<file path="config.mk">
export PLATFORM = sky130hd
export DESIGN_NAME = calc_sequencer_flat
export DESIGN_NICKNAME = d
export VERILOG_FILES = /design/src/rtl/calc_pkg.sv /design/src/rtl/calc_sequencer_if.sv /design/src/rtl/calc_operand_stack.sv /design/src/rtl/calc_sequencer.sv /design/src/flat_wrapper.sv
export SDC_FILE = /design/constraint.sdc
export NUM_CORES = 1
export LEC_CHECK = 0
export CAP_MARGIN = 20
export CORE_MARGIN = 3
export CORE_UTILIZATION = 35
export CTS_BUF_LIST = sky130_fd_sc_hd__clkbuf_4 sky130_fd_sc_hd__clkbuf_8
export DETAILED_ROUTE_END_ITERATION = 8
export HOLD_SLACK_MARGIN = 0.02
export SETUP_SLACK_MARGIN = 0.05
export SKIP_LAST_GASP = 1
export SLEW_MARGIN = 0
export SYNTH_ARGS = -nofsm -noshare
export SYNTH_HDL_FRONTEND = slang
export SYNTH_SLANG_ARGS = --single-unit
export TNS_END_PERCENT = 5
</file>
<file path="constraint.sdc">
create_clock -name clk -period 5.1 [get_ports clk]
set_input_delay 1.02 -clock clk [delete_from_list [all_inputs] [get_ports clk]]
set_output_delay 1.02 -clock clk [all_outputs]
set_load 0.03 [all_outputs]
</file>
<file path="src/rtl/calc_pkg.sv">
// Shared definitions for the RPN stack calculator sequencer.
//   - token operator codes (TOK_ADD .. TOK_CLR)
//   - sequencer FSM state encoding
//   - error codes reported on err_code
//   - helper to classify arithmetic operators
package calc_pkg;

    localparam logic [3:0] TOK_ADD = 4'hA;
    localparam logic [3:0] TOK_SUB = 4'hB;
    localparam logic [3:0] TOK_MUL = 4'hC;
    localparam logic [3:0] TOK_DIV = 4'hD;
    localparam logic [3:0] TOK_EQU = 4'hE;
    localparam logic [3:0] TOK_CLR = 4'hF;

    typedef enum logic [2:0] {
        IDLE     = 3'd0,
        WAIT_ALU = 3'd1,
        PUSH     = 3'd2,
        DONE     = 3'd3,
        ERROR    = 3'd4
    } state_t;

    localparam logic [1:0] ERR_MALFORMED = 2'd0;
    localparam logic [1:0] ERR_OVF       = 2'd1;
    localparam logic [1:0] ERR_UNF       = 2'd2;
    localparam logic [1:0] ERR_ALU       = 2'd3;

    // Operators that consume two operands and go through the arithmetic unit.
    function automatic logic is_arith_op(input logic [3:0] op);
        return (op >= TOK_ADD) && (op <= TOK_DIV);
    endfunction

endpackage

</file>
<file path="src/rtl/calc_sequencer_if.sv">
// Bundle of the sequencer's token, arithmetic-unit and result signals.
//   master : the environment (token source, arithmetic unit, display path)
//   slave  : the calc_sequencer itself
// Token side : tok_valid/tok_ready handshake, tok_is_num, tok_op, tok_value
// ALU side   : alu_start, alu_op, alu_a, alu_b  ->  alu_done, alu_err, alu_result
// Result side: result_valid, result, error, err_code, depth
interface calc_sequencer_if #(
    parameter int WIDTH = 32,
    parameter int DEPTH = 8
);
    localparam int DW = $clog2(DEPTH) + 1;

    logic             tok_valid;
    logic             tok_ready;
    logic             tok_is_num;
    logic [3:0]       tok_op;
    logic [WIDTH-1:0] tok_value;

    logic             alu_start;
    logic [3:0]       alu_op;
    logic [WIDTH-1:0] alu_a;
    logic [WIDTH-1:0] alu_b;
    logic             alu_done;
    logic             alu_err;
    logic [WIDTH-1:0] alu_result;

    logic             result_valid;
    logic [WIDTH-1:0] result;
    logic             error;
    logic [1:0]       err_code;
    logic [DW-1:0]    depth;

    modport master (
        output tok_valid, tok_is_num, tok_op, tok_value,
        output alu_done, alu_err, alu_result,
        input  tok_ready, alu_start, alu_op, alu_a, alu_b,
        input  result_valid, result, error, err_code, depth
    );

    modport slave (
        input  tok_valid, tok_is_num, tok_op, tok_value,
        input  alu_done, alu_err, alu_result,
        output tok_ready, alu_start, alu_op, alu_a, alu_b,
        output result_valid, result, error, err_code, depth
    );

endinterface

</file>
<file path="src/rtl/calc_operand_stack.sv">
// Register-array LIFO holding calculator operands.
// Ports:
//   clk, reset       clock, asynchronous active-low reset
//   i_push/i_push_data  write one entry on top (ignored when full)
//   i_pop2           drop the two top entries (ignored with fewer than two)
//   i_clear          empty the stack
//   o_top            entry at depth-1 (right operand)
//   o_second         entry at depth-2 (left operand)
//   o_depth          current occupancy, 0..DEPTH
//   o_full           occupancy equals DEPTH
module calc_operand_stack
    import calc_pkg::*;
#(
    parameter int WIDTH = 32,
    parameter int DEPTH = 8
) (
    input  logic                       clk,
    input  logic                       reset,
    input  logic                       i_push,
    input  logic [WIDTH-1:0]           i_push_data,
    input  logic                       i_pop2,
    input  logic                       i_clear,
    output logic [WIDTH-1:0]           o_top,
    output logic [WIDTH-1:0]           o_second,
    output logic [$clog2(DEPTH):0]     o_depth,
    output logic                       o_full
);
    localparam int AW = $clog2(DEPTH);
    localparam int DW = AW + 1;

    logic [DW-1:0]    r_depth;
    logic [WIDTH-1:0] w_mem [DEPTH];
    logic [AW-1:0]    w_wr_idx;
    logic [AW-1:0]    w_top_idx;
    logic [AW-1:0]    w_second_idx;
    logic             w_full;
    logic             w_do_push;
    logic             w_do_pop2;

    assign w_full       = (r_depth == DW'(DEPTH));
    assign w_do_push    = i_push && !w_full;
    assign w_do_pop2    = i_pop2 && (r_depth >= DW'(2));
    // Because DEPTH is a power of two, the low bits of depth address the
    // next free slot; the subtractions wrap harmlessly when the stack is
    // too shallow, and callers only use the read ports when it is not.
    assign w_wr_idx     = r_depth[AW-1:0];
    assign w_top_idx    = AW'(r_depth - DW'(1));
    assign w_second_idx = AW'(r_depth - DW'(2));

    always_ff @(posedge clk or negedge reset) begin
        if (!reset) begin
            r_depth <= '0;
        end else if (i_clear) begin
            r_depth <= '0;
        end else if (w_do_push) begin
            r_depth <= r_depth + DW'(1);
        end else if (w_do_pop2) begin
            r_depth <= r_depth - DW'(2);
        end
    end

    generate
        for (genvar gi = 0; gi < DEPTH; gi++) begin : g_entry
            logic [WIDTH-1:0] r_entry;

            always_ff @(posedge clk or negedge reset) begin
                if (!reset) begin
                    r_entry <= '0;
                end else if (i_clear) begin
                    r_entry <= '0;
                end else if (w_do_push && (w_wr_idx == AW'(gi))) begin
                    r_entry <= i_push_data;
                end
            end

            assign w_mem[gi] = r_entry;
        end
    endgenerate

    assign o_top    = w_mem[w_top_idx];
    assign o_second = w_mem[w_second_idx];
    assign o_depth  = r_depth;
    assign o_full   = w_full;

endmodule

</file>
<file path="src/rtl/calc_sequencer.sv">
// RPN execution controller for the stack calculator.
// Accepts number/operator tokens, keeps operands on calc_operand_stack,
// issues operand pairs to the external arithmetic unit and pushes the
// result back, then reports the final answer or an error.
// Ports:
//   clk    system clock
//   reset  asynchronous active-low reset
//   bus    calc_sequencer_if.slave: token handshake, arithmetic-unit
//          request/response, result/error/depth reporting
module calc_sequencer
    import calc_pkg::*;
#(
    parameter int WIDTH = 32,
    parameter int DEPTH = 8
) (
    input  logic             clk,
    input  logic             reset,
    calc_sequencer_if.slave  bus
);
    localparam int DW = $clog2(DEPTH) + 1;

    state_t           r_state,        w_state_next;
    logic             r_alu_start,    w_alu_start_next;
    logic [3:0]       r_alu_op,       w_alu_op_next;
    logic [WIDTH-1:0] r_alu_a,        w_alu_a_next;
    logic [WIDTH-1:0] r_alu_b,        w_alu_b_next;
    logic [WIDTH-1:0] r_capture,      w_capture_next;
    logic             r_result_valid, w_result_valid_next;
    logic [WIDTH-1:0] r_result,       w_result_next;
    logic             r_error,        w_error_next;
    logic [1:0]       r_err_code,     w_err_code_next;

    logic             w_tok_ready;
    logic             w_accept;
    logic             w_push;
    logic [WIDTH-1:0] w_push_data;
    logic             w_pop2;
    logic             w_clear;
    logic [WIDTH-1:0] w_top;
    logic [WIDTH-1:0] w_second;
    logic [DW-1:0]    w_depth;
    logic             w_full;

    calc_operand_stack #(
        .WIDTH (WIDTH),
        .DEPTH (DEPTH)
    ) u_stack (
        .clk         (clk),
        .reset       (reset),
        .i_push      (w_push),
        .i_push_data (w_push_data),
        .i_pop2      (w_pop2),
        .i_clear     (w_clear),
        .o_top       (w_top),
        .o_second    (w_second),
        .o_depth     (w_depth),
        .o_full      (w_full)
    );

    assign w_tok_ready = (r_state == IDLE) || (r_state == DONE) || (r_state == ERROR);
    assign w_accept    = bus.tok_valid && w_tok_ready;

    always_ff @(posedge clk or negedge reset) begin
        if (!reset) begin
            r_state        <= IDLE;
            r_alu_start    <= 1'b0;
            r_alu_op       <= '0;
            r_alu_a        <= '0;
            r_alu_b        <= '0;
            r_capture      <= '0;
            r_result_valid <= 1'b0;
            r_result       <= '0;
            r_error        <= 1'b0;
            r_err_code     <= '0;
        end else begin
            r_state        <= w_state_next;
            r_alu_start    <= w_alu_start_next;
            r_alu_op       <= w_alu_op_next;
            r_alu_a        <= w_alu_a_next;
            r_alu_b        <= w_alu_b_next;
            r_capture      <= w_capture_next;
            r_result_valid <= w_result_valid_next;
            r_result       <= w_result_next;
            r_error        <= w_error_next;
            r_err_code     <= w_err_code_next;
        end
    end

    always_comb begin
        w_state_next        = r_state;
        w_alu_start_next    = 1'b0;
        w_alu_op_next       = r_alu_op;
        w_alu_a_next        = r_alu_a;
        w_alu_b_next        = r_alu_b;
        w_capture_next      = r_capture;
        w_result_valid_next = r_result_valid;
        w_result_next       = r_result;
        w_error_next        = r_error;
        w_err_code_next     = r_err_code;
        w_push              = 1'b0;
        w_push_data         = bus.tok_value;
        w_pop2              = 1'b0;
        w_clear             = 1'b0;

        unique case (r_state)
            IDLE: begin
                if (w_accept) begin
                    if (bus.tok_is_num) begin
                        if (w_full) begin
                            w_state_next    = ERROR;
                            w_error_next    = 1'b1;
                            w_err_code_next = ERR_OVF;
                        end else begin
                            w_push = 1'b1;
                        end
                    end else if (is_arith_op(bus.tok_op)) begin
                        if (w_depth < DW'(2)) begin
                            w_state_next    = ERROR;
                            w_error_next    = 1'b1;
                            w_err_code_next = ERR_UNF;
                        end else begin
                            w_alu_a_next     = w_second;
                            w_alu_b_next     = w_top;
                            w_alu_op_next    = bus.tok_op;
                            w_alu_start_next = 1'b1;
                            w_pop2           = 1'b1;
                            w_state_next     = WAIT_ALU;
                        end
                    end else if (bus.tok_op == TOK_EQU) begin
                        if (w_depth == DW'(1)) begin
                            w_state_next        = DONE;
                            w_result_valid_next = 1'b1;
                            w_result_next       = w_top;
                        end else begin
                            w_state_next    = ERROR;
                            w_error_next    = 1'b1;
                            w_err_code_next = (w_depth == '0) ? ERR_UNF : ERR_MALFORMED;
                        end
                    end else if (bus.tok_op == TOK_CLR) begin
                        w_clear = 1'b1;
                    end
                    // Remaining operator codes are consumed without effect.
                end
            end

            WAIT_ALU: begin
                // A done coinciding with our own start pulse cannot belong to
                // this request, so only look once the pulse has dropped.
                if (!r_alu_start && bus.alu_done) begin
                    if (bus.alu_err) begin
                        w_state_next    = ERROR;
                        w_error_next    = 1'b1;
                        w_err_code_next = ERR_ALU;
                    end else begin
                        w_capture_next = bus.alu_result;
                        w_state_next   = PUSH;
                    end
                end
            end

            PUSH: begin
                // Two operands were just popped, so there is always room.
                w_push       = 1'b1;
                w_push_data  = r_capture;
                w_state_next = IDLE;
            end

            DONE, ERROR: begin
                // Only clear leaves these states; other tokens are swallowed.
                if (w_accept && !bus.tok_is_num && (bus.tok_op == TOK_CLR)) begin
                    w_clear             = 1'b1;
                    w_state_next        = IDLE;
                    w_result_valid_next = 1'b0;
                    w_result_next       = '0;
                    w_error_next        = 1'b0;
                    w_err_code_next     = ERR_MALFORMED;
                end
            end

            default: begin
                w_state_next = IDLE;
            end
        endcase
    end

    assign bus.tok_ready    = w_tok_ready;
    assign bus.alu_start    = r_alu_start;
    assign bus.alu_op       = r_alu_op;
    assign bus.alu_a        = r_alu_a;
    assign bus.alu_b        = r_alu_b;
    assign bus.result_valid = r_result_valid;
    assign bus.result       = r_result;
    assign bus.error        = r_error;
    assign bus.err_code     = r_err_code;
    assign bus.depth        = w_depth;

endmodule
</file>
<file path="src/flat_wrapper.sv">
// flat-port wrapper written by rule: the top's interface ports become plain ports
module calc_sequencer_flat import calc_pkg::*;
#(
    parameter int WIDTH = 32,
    parameter int DEPTH = 8
)
  (clk, reset, bus_tok_valid, bus_tok_is_num, bus_tok_op, bus_tok_value, bus_alu_done, bus_alu_err, bus_alu_result, bus_tok_ready, bus_alu_start, bus_alu_op, bus_alu_a, bus_alu_b, bus_result_valid, bus_result, bus_error, bus_err_code, bus_depth);
  calc_sequencer_if #(.WIDTH(WIDTH), .DEPTH(DEPTH)) bus_i ();
  input  logic clk;
  input  logic reset;
  input wire logic [$bits(bus_i.tok_valid)-1:0] bus_tok_valid;
  input wire logic [$bits(bus_i.tok_is_num)-1:0] bus_tok_is_num;
  input wire logic [$bits(bus_i.tok_op)-1:0] bus_tok_op;
  input wire logic [$bits(bus_i.tok_value)-1:0] bus_tok_value;
  input wire logic [$bits(bus_i.alu_done)-1:0] bus_alu_done;
  input wire logic [$bits(bus_i.alu_err)-1:0] bus_alu_err;
  input wire logic [$bits(bus_i.alu_result)-1:0] bus_alu_result;
  output wire logic [$bits(bus_i.tok_ready)-1:0] bus_tok_ready;
  output wire logic [$bits(bus_i.alu_start)-1:0] bus_alu_start;
  output wire logic [$bits(bus_i.alu_op)-1:0] bus_alu_op;
  output wire logic [$bits(bus_i.alu_a)-1:0] bus_alu_a;
  output wire logic [$bits(bus_i.alu_b)-1:0] bus_alu_b;
  output wire logic [$bits(bus_i.result_valid)-1:0] bus_result_valid;
  output wire logic [$bits(bus_i.result)-1:0] bus_result;
  output wire logic [$bits(bus_i.error)-1:0] bus_error;
  output wire logic [$bits(bus_i.err_code)-1:0] bus_err_code;
  output wire logic [$bits(bus_i.depth)-1:0] bus_depth;
  assign bus_i.tok_valid = bus_tok_valid;
  assign bus_i.tok_is_num = bus_tok_is_num;
  assign bus_i.tok_op = bus_tok_op;
  assign bus_i.tok_value = bus_tok_value;
  assign bus_i.alu_done = bus_alu_done;
  assign bus_i.alu_err = bus_alu_err;
  assign bus_i.alu_result = bus_alu_result;
  assign bus_tok_ready = bus_i.tok_ready;
  assign bus_alu_start = bus_i.alu_start;
  assign bus_alu_op = bus_i.alu_op;
  assign bus_alu_a = bus_i.alu_a;
  assign bus_alu_b = bus_i.alu_b;
  assign bus_result_valid = bus_i.result_valid;
  assign bus_result = bus_i.result;
  assign bus_error = bus_i.error;
  assign bus_err_code = bus_i.err_code;
  assign bus_depth = bus_i.depth;
  calc_sequencer #(.WIDTH(WIDTH), .DEPTH(DEPTH)) u_core (.clk(clk), .reset(reset), .bus(bus_i));
endmodule
</file>
==> results_dict.tcl <==
set metrics [dict create \
    met1Wirelength_mm 24.9 \
    yosys-top-cells-area "dfrtp_1 (50%), mux4_2 (14%), a211oi_1 (6.1%)" \
    path_class "flip-flop to primary output" \
    antenna_found_initial 1 \
    final.min_clock_period_ps 3700 \
    maxCapViolCount 0 \
    ys_ff_latch 400 \
    hold_viol 0 \
    via_per_inst 5.37 \
    ctsResizeCount 0 \
    tns_ps 0 \
    syn_area_sq_um 19900 \
    die_h_microns 245 \
    required_ps 4080 \
    clock-skew-final_ps 29.8 \
    dr.max_layer_used "met4" \
    netlist.area_leader.share_pct 50.2 \
    cp-start-kind "flip-flop" \
    grt_overflow_total 0 \
    finalNonFillerCells 2488 \
    grt_use_total_pct 18.1 \
    maxSlewHeadroom_pct 26.3 \
    n_fill_cell 5201 \
    die-area_sq_um 59800 \
    nets 1767 \
    synth_common_cells "dfrtp_1 (400), nor2_1 (203), a211oi_1 (161), mux4_2 (128), mux2i_1 (96)" \
    area_growth_pct 20.4 \
    portBuffers 183 \
    grt_pass1_vias 13855 \
    slowest_stage "clkdlybuf4s50_1" \
    drc 0 \
    ctsHoldBuffers 0 \
    setup-violations-final 0 \
    avgSynthCellArea_sq_um 12.9 \
    status "finished, final reports clean" \
    drtIter0Drc 861 \
    initial_core_util_pct 35.8 \
    power_leakage_uw 0.0100 \
    slew_viol_final 0 \
    antenna_left 0 \
    synth_nets 1624 \
    min_path_type "input port to asynchronous set/reset pin" \
    coreArea_sq_um 55700 \
    yosys.area.top_type "dfrtp_1" \
    synthArstFlopShare_pct 100 \
    hpwl_mm 31.7 \
    cp-end-kind "primary output" \
    gp_routability_congestion 0.808 \
    clk_latency_ps 640 \
    cts_root_buf "clkbuf_8" \
    post_cts.repair.setup_buffers 0 \
    synth_cells 1541 \
    cts.sinks 400 \
    cts_buffer_depth 3 \
    cts_buffers 75 \
    tightest_slew_ps 1100 \
    yosysMostFrequentCell "dfrtp_1" \
    worstPathArrival_ps 2680 \
    fin_worst_hold_slack_ps 436 \
    drt-wirelength-per-cell_microns 21.7 \
    h-tree-depth 3 \
    cp_cell_sequence "buf_12 -> clkdlybuf4s50_1" \
    yosysSeqAreaShare_pct 50.2 \
    critPathMaxStageDelay_ps 840 \
    ir_drop_mv 0.498 \
    yosysUniqueCellTypes 52 \
    cts_tree "yes" \
    rsz0062_at_grt "false" \
    period_share_pct 72.6 \
    clk_pin_slew_ps 60 \
    clock.fmax_mhz 270 \
    drt_wl_total_mm 53.9 \
    top_level_ports 184 \
    synth_warnings 0 \
    drive_gt1_share_pct 25.0 \
    powerDensity_nw_per_um2 733 \
    fp-row-count 86 \
    place_inst 2355 \
    wl_met3_mm 3.12 \
    die_w_microns 245 \
    drt_first_pass_iters 6 \
    crit_fanout 133 \
    dominantRegCellSynth "dfrtp_1" \
    wl_met2_mm 24.8 \
    grt_max_degree 134 \
    grt_first_pass_wirelength_mm 84.4 \
    dr_total_vias 13359 \
    rrSetupSlack_ps 1560 \
    synth_edf_count 0 \
]
==> worst paths after layout <==
path                                                       start                               end  depth (start not counted)
hold reg to reg                 u_core.bus.alu_op[3]$_DFFE_PN0P_  u_core.bus.alu_op[3]$_DFFE_PN0P_                          1
min in group clk                u_core.bus.alu_op[3]$_DFFE_PN0P_  u_core.bus.alu_op[3]$_DFFE_PN0P_                          1
hold / removal                                             reset  u_core.bus.result[7]$_DFFE_PN0P_                          1
setup reg to reg           u_core.u_stack.o_depth[1]$_DFFE_PN0P_      u_core.bus.error$_DFFE_PN0P_                          8
setup / recovery           u_core.u_stack.o_depth[0]$_DFFE_PN0P_                      bus_depth[0]                          2
max in group asynchronous                                  reset  u_core.r_capture[24]$_DFFE_PN0P_                          2
==> per-stage QoR <==
stage	instance area (sq um)	util, %	power [uW]	setup slack, ps
after floorplan	19900	-	11600	1900
final	24000	43.1	17600	1400
after CTS	24000	43.1	17800	1290
after detailed placement	22300	40.0	14300	1350
after global routing	24000	43.1	18700	1160
after global placement	22300	40.0	14000	1420
==> sequential cells by signal (all words and copies together), names as in the netlist, 2 cells and up <==
register                        count
u_core.bus.alu_b                   32
u_core.r_capture                   32
u_core.bus.alu_a                   32
u_core.bus.result                  32
u_core.bus.err_code                 2
u_core.u_stack.o_depth              4
u_core.u_stack.g_entry.r_entry    256
u_core.bus.alu_op                   4
u_core.r_state                      3
==> logic make-up after synthesis <==
| family | share of synthesized area, % |
|---|---|
| multiplexers | 28.0 |
| AO/OA/AOI/OAI | 9.88 |
| XOR/XNOR | 0.220 |
| buffers and inverters | 3.56 |
| AND/OR/NAND/NOR | 7.57 |
| flip-flops | 50.2 |
| adder cells (fa/ha/maj) | 0.565 |
==> layer usage <==
layer | vias to the layer above | GRT usage, %
met3 | 84 | 3.97
li1 | 6018 | -
met4 | 0 | 5.00
met5 | - | 0
met2 | 392 | 28.1
met1 | 6865 | 25.8
==> report_power, final <==
| part | internal [uW] | switching (uW) |
|---|---|---|
| registers | 4630 | 1090 |
| clock network | 2050 | 1400 |
| logic | 4300 | 4130 |
| total | 11000 | 6610 |
==> final cells by class <==
class                           instances  area [sq um]  area share, %
Sequential cell                       400         10000           41.7
Timing Repair Buffer                  203          2040           8.49
Multi-Input combinational cell        996          9300           38.8
Inverter                                8          30.0          0.125
Tap cell                              748           936           3.90
Clock inverter                         14           153          0.636
Antenna cell                            1          2.50         0.0104
Clock buffer                          118          1530           6.37
==> cells in the final DEF (no fill, tap or decap), drive strengths merged, types with 2 or more instances in the layout <==
master,Yosys,layout
nand2,78,78
mux4,128,128
clkbuf,45,118
inv,7,7
a211oi,161,161
and4b,3,3
clkinvlp,0,3
nor3b,31,31
o221ai,2,2
o21ai,69,69
and2,3,3
and3,7,7
ha,9,9
nor2,203,203
nand3b,2,2
dfrtp,400,400
or3,2,2
a21o,35,35
a21oi,4,4
nand3,2,2
clkinv,1,9
mux2i,96,96
xor2,2,2
clkdlybuf4s50,0,182
mux2,134,134
bufinv,0,3
nand2b,3,3
nor3,2,2
xnor2,3,3
buf,92,21
nor2b,2,2
==> critical path, delay by kind of cell (launching register included) <==
kind                   cells  cell delay (ps)
buffers and inverters      2             1530
flip-flops                 1              420
Power figures use the tool's default switching activity.
